File: src/rtl/pipelined_adder_pkg.sv
// -----------------------------------------------------------------------------
// pipelined_adder_pkg
// Shared definitions for the pipelined add/subtract unit.
//   - FLAG_* : bit positions of the C/V/Z/N flags in the status-register view
//   - flags_t: packed status flags, indexed by FLAG_*
//   - chunk_width(): bits handled by each pipeline stage
// No ports (package).
// -----------------------------------------------------------------------------
package pipelined_adder_pkg;

    localparam int FLAG_C    = 0;
    localparam int FLAG_V    = 1;
    localparam int FLAG_Z    = 2;
    localparam int FLAG_N    = 3;
    localparam int NUM_FLAGS = 4;

    typedef logic [NUM_FLAGS-1:0] flags_t;

    // Each stage adds one equal-width slice of the operands.
    function automatic int chunk_width(input int width, input int stages);
        return width / stages;
    endfunction

    // Assemble the status flags in status-register bit order.
    function automatic flags_t pack_flags(input logic c, input logic v,
                                          input logic z, input logic n);
        flags_t f;
        f         = '0;
        f[FLAG_C] = c;
        f[FLAG_V] = v;
        f[FLAG_Z] = z;
        f[FLAG_N] = n;
        return f;
    endfunction

endpackage

File: src/rtl/pipelined_adder_if.sv
// -----------------------------------------------------------------------------
// pipelined_adder_if
// Valid/ready bus for the pipelined add/subtract unit.
//   Input side : in_valid, in_ready, a, b, sub
//   Output side: out_valid, out_ready, sum, c_flag, v_flag, z_flag, n_flag
// Modports:
//   master - the client that issues operands and consumes results
//   slave  - the adder itself
// -----------------------------------------------------------------------------
interface pipelined_adder_if #(
    parameter int WIDTH = 32
);
    logic             in_valid;
    logic             in_ready;
    logic [WIDTH-1:0] a;
    logic [WIDTH-1:0] b;
    logic             sub;
    logic             out_valid;
    logic             out_ready;
    logic [WIDTH-1:0] sum;
    logic             c_flag;
    logic             v_flag;
    logic             z_flag;
    logic             n_flag;

    modport master (
        output in_valid, a, b, sub, out_ready,
        input  in_ready, out_valid, sum, c_flag, v_flag, z_flag, n_flag
    );

    modport slave (
        input  in_valid, a, b, sub, out_ready,
        output in_ready, out_valid, sum, c_flag, v_flag, z_flag, n_flag
    );
endinterface

File: src/rtl/pipelined_adder_slice.sv
// -----------------------------------------------------------------------------
// pipelined_adder_slice
// Combinational CHUNK-bit ripple of full-adder cells.
//   a, b  in  CHUNK  operand slices (b already inverted for subtraction)
//   cin   in  1      carry into bit 0
//   sum   out CHUNK  slice sum
//   cout  out 1      carry out of the slice MSB
//   cmsb  out 1      carry into the slice MSB (used for signed overflow)
// -----------------------------------------------------------------------------
module pipelined_adder_slice #(
    parameter int CHUNK = 8
) (
    input  logic [CHUNK-1:0] a,
    input  logic [CHUNK-1:0] b,
    input  logic             cin,
    output logic [CHUNK-1:0] sum,
    output logic             cout,
    output logic             cmsb
);
    logic [CHUNK:0] carry;

    // Classic ripple: each cell produces its sum bit and the carry for the
    // next cell up. Kept in one block so the chain is a single combinational
    // cone rather than a net loop of per-bit assigns.
    always_comb begin
        carry    = '0;
        sum      = '0;
        carry[0] = cin;
        for (int i = 0; i < CHUNK; i++) begin
            sum[i]       = a[i] ^ b[i] ^ carry[i];
            carry[i + 1] = (a[i] & b[i]) | (carry[i] & (a[i] ^ b[i]));
        end
    end

    assign cout = carry[CHUNK];
    assign cmsb = carry[CHUNK-1];
endmodule

File: src/rtl/pipelined_adder.sv
// -----------------------------------------------------------------------------
// pipelined_adder
// Pipelined add/subtract unit: WIDTH-bit operands are split into STAGES equal
// chunks and one chunk is added per clock, with the carry registered between
// chunks. Produces sum plus C/V/Z/N flags. WIDTH must be divisible by STAGES.
//   clk  in  1   rising-edge clock
//   rst  in  1   asynchronous active-high reset; flushes in-flight work
//   bus  slave modport of pipelined_adder_if (valid/ready on both sides)
// -----------------------------------------------------------------------------
module pipelined_adder
    import pipelined_adder_pkg::*;
#(
    parameter int WIDTH  = 32,
    parameter int STAGES = 4
) (
    input  logic             clk,
    input  logic             rst,
    pipelined_adder_if.slave bus
);
    localparam int CHUNK = chunk_width(WIDTH, STAGES);
    localparam int LAST  = STAGES - 1;

    // Per-stage registers. a_q/b_q carry the operand chunks not yet consumed
    // (skew), sum_q accumulates finished chunks on their way to the output
    // (de-skew), cry_q is the carry handed to the next stage.
    logic             vld_q [STAGES];
    logic [WIDTH-1:0] a_q   [STAGES];
    logic [WIDTH-1:0] b_q   [STAGES];
    logic [WIDTH-1:0] sum_q [STAGES];
    logic             cry_q [STAGES];
    flags_t           flags_q;

    // Per-stage inputs and combinational results.
    logic             st_vld  [STAGES];
    logic [WIDTH-1:0] st_a    [STAGES];
    logic [WIDTH-1:0] st_b    [STAGES];
    logic [WIDTH-1:0] st_sum  [STAGES];
    logic [WIDTH-1:0] st_next [STAGES];
    logic             st_cin  [STAGES];
    logic             st_cout [STAGES];
    logic             st_cmsb [STAGES];

    logic advance;

    // One global stall: the whole pipe moves only when the output slot is
    // empty or being taken this cycle.
    assign advance = ~vld_q[LAST] | bus.out_ready;

    for (genvar k = 0; k < STAGES; k++) begin : g_stage
        localparam logic [WIDTH-1:0] MASK = WIDTH'({CHUNK{1'b1}}) << (k * CHUNK);

        logic [CHUNK-1:0] chunk_sum;

        if (k == 0) begin : g_first
            // B is inverted on entry and sub becomes the initial carry, so a
            // subtraction needs no further bookkeeping down the pipe.
            assign st_vld[k] = bus.in_valid;
            assign st_a[k]   = bus.a;
            assign st_b[k]   = bus.b ^ {WIDTH{bus.sub}};
            assign st_cin[k] = bus.sub;
            assign st_sum[k] = '0;
        end else begin : g_next
            assign st_vld[k] = vld_q[k-1];
            assign st_a[k]   = a_q[k-1];
            assign st_b[k]   = b_q[k-1];
            assign st_cin[k] = cry_q[k-1];
            assign st_sum[k] = sum_q[k-1];
        end

        pipelined_adder_slice #(
            .CHUNK (CHUNK)
        ) u_slice (
            .a    (st_a[k][k*CHUNK +: CHUNK]),
            .b    (st_b[k][k*CHUNK +: CHUNK]),
            .cin  (st_cin[k]),
            .sum  (chunk_sum),
            .cout (st_cout[k]),
            .cmsb (st_cmsb[k])
        );

        assign st_next[k] = (st_sum[k] & ~MASK) | (WIDTH'(chunk_sum) << (k * CHUNK));
    end

    // Pipeline registers. Valid bits follow every advance so bubbles flow
    // through; data only loads for a valid slot, which keeps the output sum
    // and flags frozen until a real result arrives.
    always_ff @(posedge clk or posedge rst) begin
        if (rst) begin
            for (int k = 0; k < STAGES; k++) begin
                vld_q[k] <= 1'b0;
                a_q[k]   <= '0;
                b_q[k]   <= '0;
                sum_q[k] <= '0;
                cry_q[k] <= 1'b0;
            end
            flags_q <= '0;
        end else if (advance) begin
            for (int k = 0; k < STAGES; k++) begin
                vld_q[k] <= st_vld[k];
                if (st_vld[k]) begin
                    a_q[k]   <= st_a[k];
                    b_q[k]   <= st_b[k];
                    sum_q[k] <= st_next[k];
                    cry_q[k] <= st_cout[k];
                end
            end
            if (st_vld[LAST]) begin
                flags_q <= pack_flags(st_cout[LAST],
                                      st_cout[LAST] ^ st_cmsb[LAST],
                                      ~|st_next[LAST],
                                      st_next[LAST][WIDTH-1]);
            end
        end
    end

    assign bus.in_ready  = advance;
    assign bus.out_valid = vld_q[LAST];
    assign bus.sum       = sum_q[LAST];
    assign bus.c_flag    = flags_q[FLAG_C];
    assign bus.v_flag    = flags_q[FLAG_V];
    assign bus.z_flag    = flags_q[FLAG_Z];
    assign bus.n_flag    = flags_q[FLAG_N];
endmodule

File: src/flat_wrapper.sv
// flat-port wrapper written by rule: the top's interface ports become plain ports
module pipelined_adder_flat import pipelined_adder_pkg::*;
#(
    parameter int WIDTH  = 32,
    parameter int STAGES = 4
)
  (clk, rst, bus_in_valid, bus_a, bus_b, bus_sub, bus_out_ready, bus_in_ready, bus_out_valid, bus_sum, bus_c_flag, bus_v_flag, bus_z_flag, bus_n_flag);
  pipelined_adder_if #(.WIDTH(WIDTH)) bus_i ();
  input  logic clk;
  input  logic rst;
  input wire logic [$bits(bus_i.in_valid)-1:0] bus_in_valid;
  input wire logic [$bits(bus_i.a)-1:0] bus_a;
  input wire logic [$bits(bus_i.b)-1:0] bus_b;
  input wire logic [$bits(bus_i.sub)-1:0] bus_sub;
  input wire logic [$bits(bus_i.out_ready)-1:0] bus_out_ready;
  output wire logic [$bits(bus_i.in_ready)-1:0] bus_in_ready;
  output wire logic [$bits(bus_i.out_valid)-1:0] bus_out_valid;
  output wire logic [$bits(bus_i.sum)-1:0] bus_sum;
  output wire logic [$bits(bus_i.c_flag)-1:0] bus_c_flag;
  output wire logic [$bits(bus_i.v_flag)-1:0] bus_v_flag;
  output wire logic [$bits(bus_i.z_flag)-1:0] bus_z_flag;
  output wire logic [$bits(bus_i.n_flag)-1:0] bus_n_flag;
  assign bus_i.in_valid = bus_in_valid;
  assign bus_i.a = bus_a;
  assign bus_i.b = bus_b;
  assign bus_i.sub = bus_sub;
  assign bus_i.out_ready = bus_out_ready;
  assign bus_in_ready = bus_i.in_ready;
  assign bus_out_valid = bus_i.out_valid;
  assign bus_sum = bus_i.sum;
  assign bus_c_flag = bus_i.c_flag;
  assign bus_v_flag = bus_i.v_flag;
  assign bus_z_flag = bus_i.z_flag;
  assign bus_n_flag = bus_i.n_flag;
  pipelined_adder #(.WIDTH(WIDTH), .STAGES(STAGES)) u_core (.clk(clk), .rst(rst), .bus(bus_i));
endmodule
File: config.mk
export PLATFORM = sky130hd
export DESIGN_NAME = pipelined_adder_flat
export DESIGN_NICKNAME = d
export VERILOG_FILES = /design/src/rtl/pipelined_adder_pkg.sv /design/src/rtl/pipelined_adder_if.sv /design/src/rtl/pipelined_adder_slice.sv /design/src/rtl/pipelined_adder.sv /design/src/flat_wrapper.sv
export SDC_FILE = /design/constraint.sdc
export NUM_CORES = 1
export LEC_CHECK = 0
export CAP_MARGIN = 20
export CORE_UTILIZATION = 52
export DETAILED_ROUTE_END_ITERATION = 16
export PLACE_DENSITY = 0.86
export SETUP_SLACK_MARGIN = 0.05
export SLEW_MARGIN = 20
export SYNTH_ARGS = -nofsm -noshare
export SYNTH_HDL_FRONTEND = slang
export SYNTH_SLANG_ARGS = --single-unit
export TNS_END_PERCENT = 100
File: constraint.sdc
create_clock -name clk -period 7.5 [get_ports clk]
set_input_delay 1.5 -clock clk [delete_from_list [all_inputs] [get_ports clk]]
set_output_delay 1.5 -clock clk [all_outputs]
set_load 0.01 [all_outputs]
==> results.md <==
- Synth Net Count: 658
- Sequential cell area: 4650 um2
- Vias/cell: 5.26
- Gr ovfl total: 0
- CP dominant cell by count: fa_1
- Number of fill cells in the layout: 1088
- Setup bufs post-CTS: 0
- First-pass GRT wire length: 25800 um
- Initial core utilization: 53.7%
- CP peak stage delay: 0.46 ns
- I/O Pins: 107
- # nets final: 757
- Most frequent cells after synthesis: dfrtp_1 (186), mux2_2 (88), a21oi_1 (51)
- F_max: 203 MHz
- RSZ-0062 raised after global routing: no
- DP HPWL: 10700 um
- Number of max-cap violations: 0
- Pwr Total: 4.30 mW
- Min-delay src: u_core.b_q[92]
- GP Congestion: 0.772
- Htree depth: 4
- Cells after Synth: 558
- Die height: 127 um
- Placed cell area: 9310 um2
- Cell area after synthesis: 8190 um2
- Fin. Hold Viols: 0
- Most used DFF post-synth: dfrtp_1
- Crit-path cells: buf_2 -> buf_4 -> xor2_1 -> fa_1 -> inv_1 -> fa_1 -> fa_1 -> fa_1 -> fa_1 -> fa_1 -> inv_1 -> fa_1 -> mux2_4
- Setup Viol. Count Final: 0
- Setup Skew: 0.00535 ns
- Worst-path clk slew: 0.07 ns
- Total Neg Setup Slack: 0 ns
- Die span in x: 127 um
- PwrDens: 431 nW/um2
- Largest net degree at the start of global routing: 115
- Largest cells by area after synthesis: dfrtp_1 (57%), mux2_2 (12%), fa_1 (7.6%), mux2_1 (4.4%), mux2_4 (3.9%)
- Final WL: 15900 um
- Reg2reg start: u_core.cry_q[1]
- Synth top area share: 56.8%
- Hold-fix buffers, CTS: 0
- WHS Endpoint: u_core.b_q[60]
- Critical path type: in -> reg
- Cts repair resizes: 0
- Root Driver: clkbuf_16
- 1st-pass router iterations: 5
- Total track usage: 21.2%
- DRC viols: 0
- Top-count cell post-synth: dfrtp_1
- Syn avg cell area: 14.7 um2
- Core area: 15300 um2
- Slew Limit Fails: 0
- Layout area overhead: 21.9%
- Footprint of the multi-input gates: 3150 um2
- CTS tree: built
- Final instance area: 9980 um2
- #FFs+latches synth: 186
- Initial antenna violation count: 0
- Cell at the slowest stage of the critical path: buf_4
- Synth async-reset ratio: 100%
- DRT iter0 DRCs: 230
- Clk buf depth: 2
- Fin crit share: 65.6%
- Yosys warns: 0
- Leak: 4.25 nW
- Vias after detailed routing: 4636
- Status: completed
- Required time worst endpoint: 7.82 ns
- Die Area: 16300 um2
- Flop2flop setup slack: 2.93 ns
- Worst endpoint data arrival time: 5.24 ns
- Vias in the first global route: 5023
- Cts bufs inserted: 17
- CP Launch Type: input pin
- Biggest area consumer among synthesized cells: dfrtp_1
- Worst min-delay path category: reg -> reg
- Final core occ: 65.4%
- Worst-Skew Late Latency: 0.43 ns
- Register area share after synthesis: 56.8%
- Clock sinks: 186
- Wirelength per Cell: 18.0 um
- Share of cells above drive strength 1: 22.8%
- Worst Max-Slew Pin Slew: 1.04 ns
- CP Launch Point: bus_sub
- Critical Path End Type: register
- Hold Path Stages: 1
- Rel. slew slack: 30.7%
- Rows: 45
- R2R depth: 14
- Post-route setup slack: 2.58 ns
- Pre-CTS setup slack: 2.10 ns
- Min cycle time layout: 4.92 ns
- Post-synth EDFFs: 0
- Antenna Nets Post-Route: 0
- N_diodes: 0
- Peak supply drop: 0.000209 V
- Port Buffers: 106
- Cell variety after synth: 27
- Worst R2R End: u_core.flags_q[2]
- Critical path peak fanout: 32
-- layer usage --
metal	global-route usage (%)	share of wire [%]	vias to the layer above
li1	-	-	2087
met1	26.2	43	2397
met2	36.8	52	126
met3	4.19	3.8	26
met4	8.54	1.9	0
met5	0	0	-
-- sequential cells by signal, indices dropped and copies added (netlist names) --
name,flops
u_core.a_q,48
u_core.b_q,48
u_core.st_sum,48
u_core.bus.sum,31
u_core.flags_q,4
u_core.cry_q,3
u_core.st_vld,3
u_core.bus.out_valid,1
-- final cells by class --
| cell class | count | area share [%] |
|---|---|---|
| sequential | 186 | 46.6 |
| tap | 211 | 2.65 |
| timing repair buffer | 111 | 11.2 |
| clock inverter | 11 | 1.68 |
| inverter | 41 | 1.59 |
| clock buffer | 21 | 4.71 |
| multi-input combinational | 300 | 31.6 |
-- cells in the final DEF, fill, tap and decap left out, drive strengths merged --
| master | n |
|---|---|
| and2 | 1 |
| nor4b | 2 |
| nor4 | 6 |
| o31ai | 1 |
| clkdlybuf4s50 | 105 |
| xor2 | 4 |
| inv | 40 |
| nand2 | 5 |
| fa | 31 |
| dfrtp | 186 |
| mux2i | 9 |
| mux2 | 141 |
| xnor2 | 29 |
| clkinvlp | 5 |
| clkbuf | 21 |
| a21oi | 51 |
| buf | 6 |
| nand3 | 4 |
| nand4 | 2 |
| bufinv | 4 |
| clkinv | 3 |
| a21bo | 1 |
| a31oi | 5 |
| o21ai | 7 |
| nand2b | 1 |
-- critical path, delay by kind of cell --
family / cells / cell delay (ns)
xor gates and xnor gates: 1 / 0.25
adders and majority gates: 7 / 2.53
buffers and inverters: 4 / 0.66
muxes: 1 / 0.26
-- cells by family (layout without fill, tap and decap cells) --
| group | Yosys count | after routing | synth area share, % |
|---|---|---|---|
| AOI/OAI and AO/OA | 65 | 65 | 4.14 |
| xor gates and xnor gates | 33 | 33 | 3.53 |
| adders and majority gates | 31 | 31 | 7.58 |
| buffers and inverters | 72 | 184 | 4.80 |
| DFF | 186 | 186 | 56.8 |
| muxes | 150 | 150 | 21.5 |
| and+or+nand+nor | 21 | 21 | 1.67 |
-- report_power, final --
part	total (mW)	switching [mW]	internal, mW
clock	0.948	0.365	0.583
combinational	1.57	0.684	0.885
sequential	1.79	0.317	1.47
total	4.30	1.37	2.94
-- worst max-delay path by stage --
| stage | end |
|---|---|
| after floorplan | u_core.a_q[104] |
| after global placement | u_core.st_sum[71] |
| after CTS | u_core.st_sum[71] |
| after detailed placement | u_core.st_sum[71] |
| after global routing | u_core.st_sum[71] |
| final | u_core.st_sum[71] |
-- stage by stage --
stage,hold slack [ns],std cells
3_3_place_gp,0.460,848
5_1_grt,0.501,881
3_5_place_dp,0.469,848
6_report,0.478,881
2_1_floorplan,0.452,558
4_1_cts,0.488,880
Note: power is estimated with default switching activity, not from simulation.
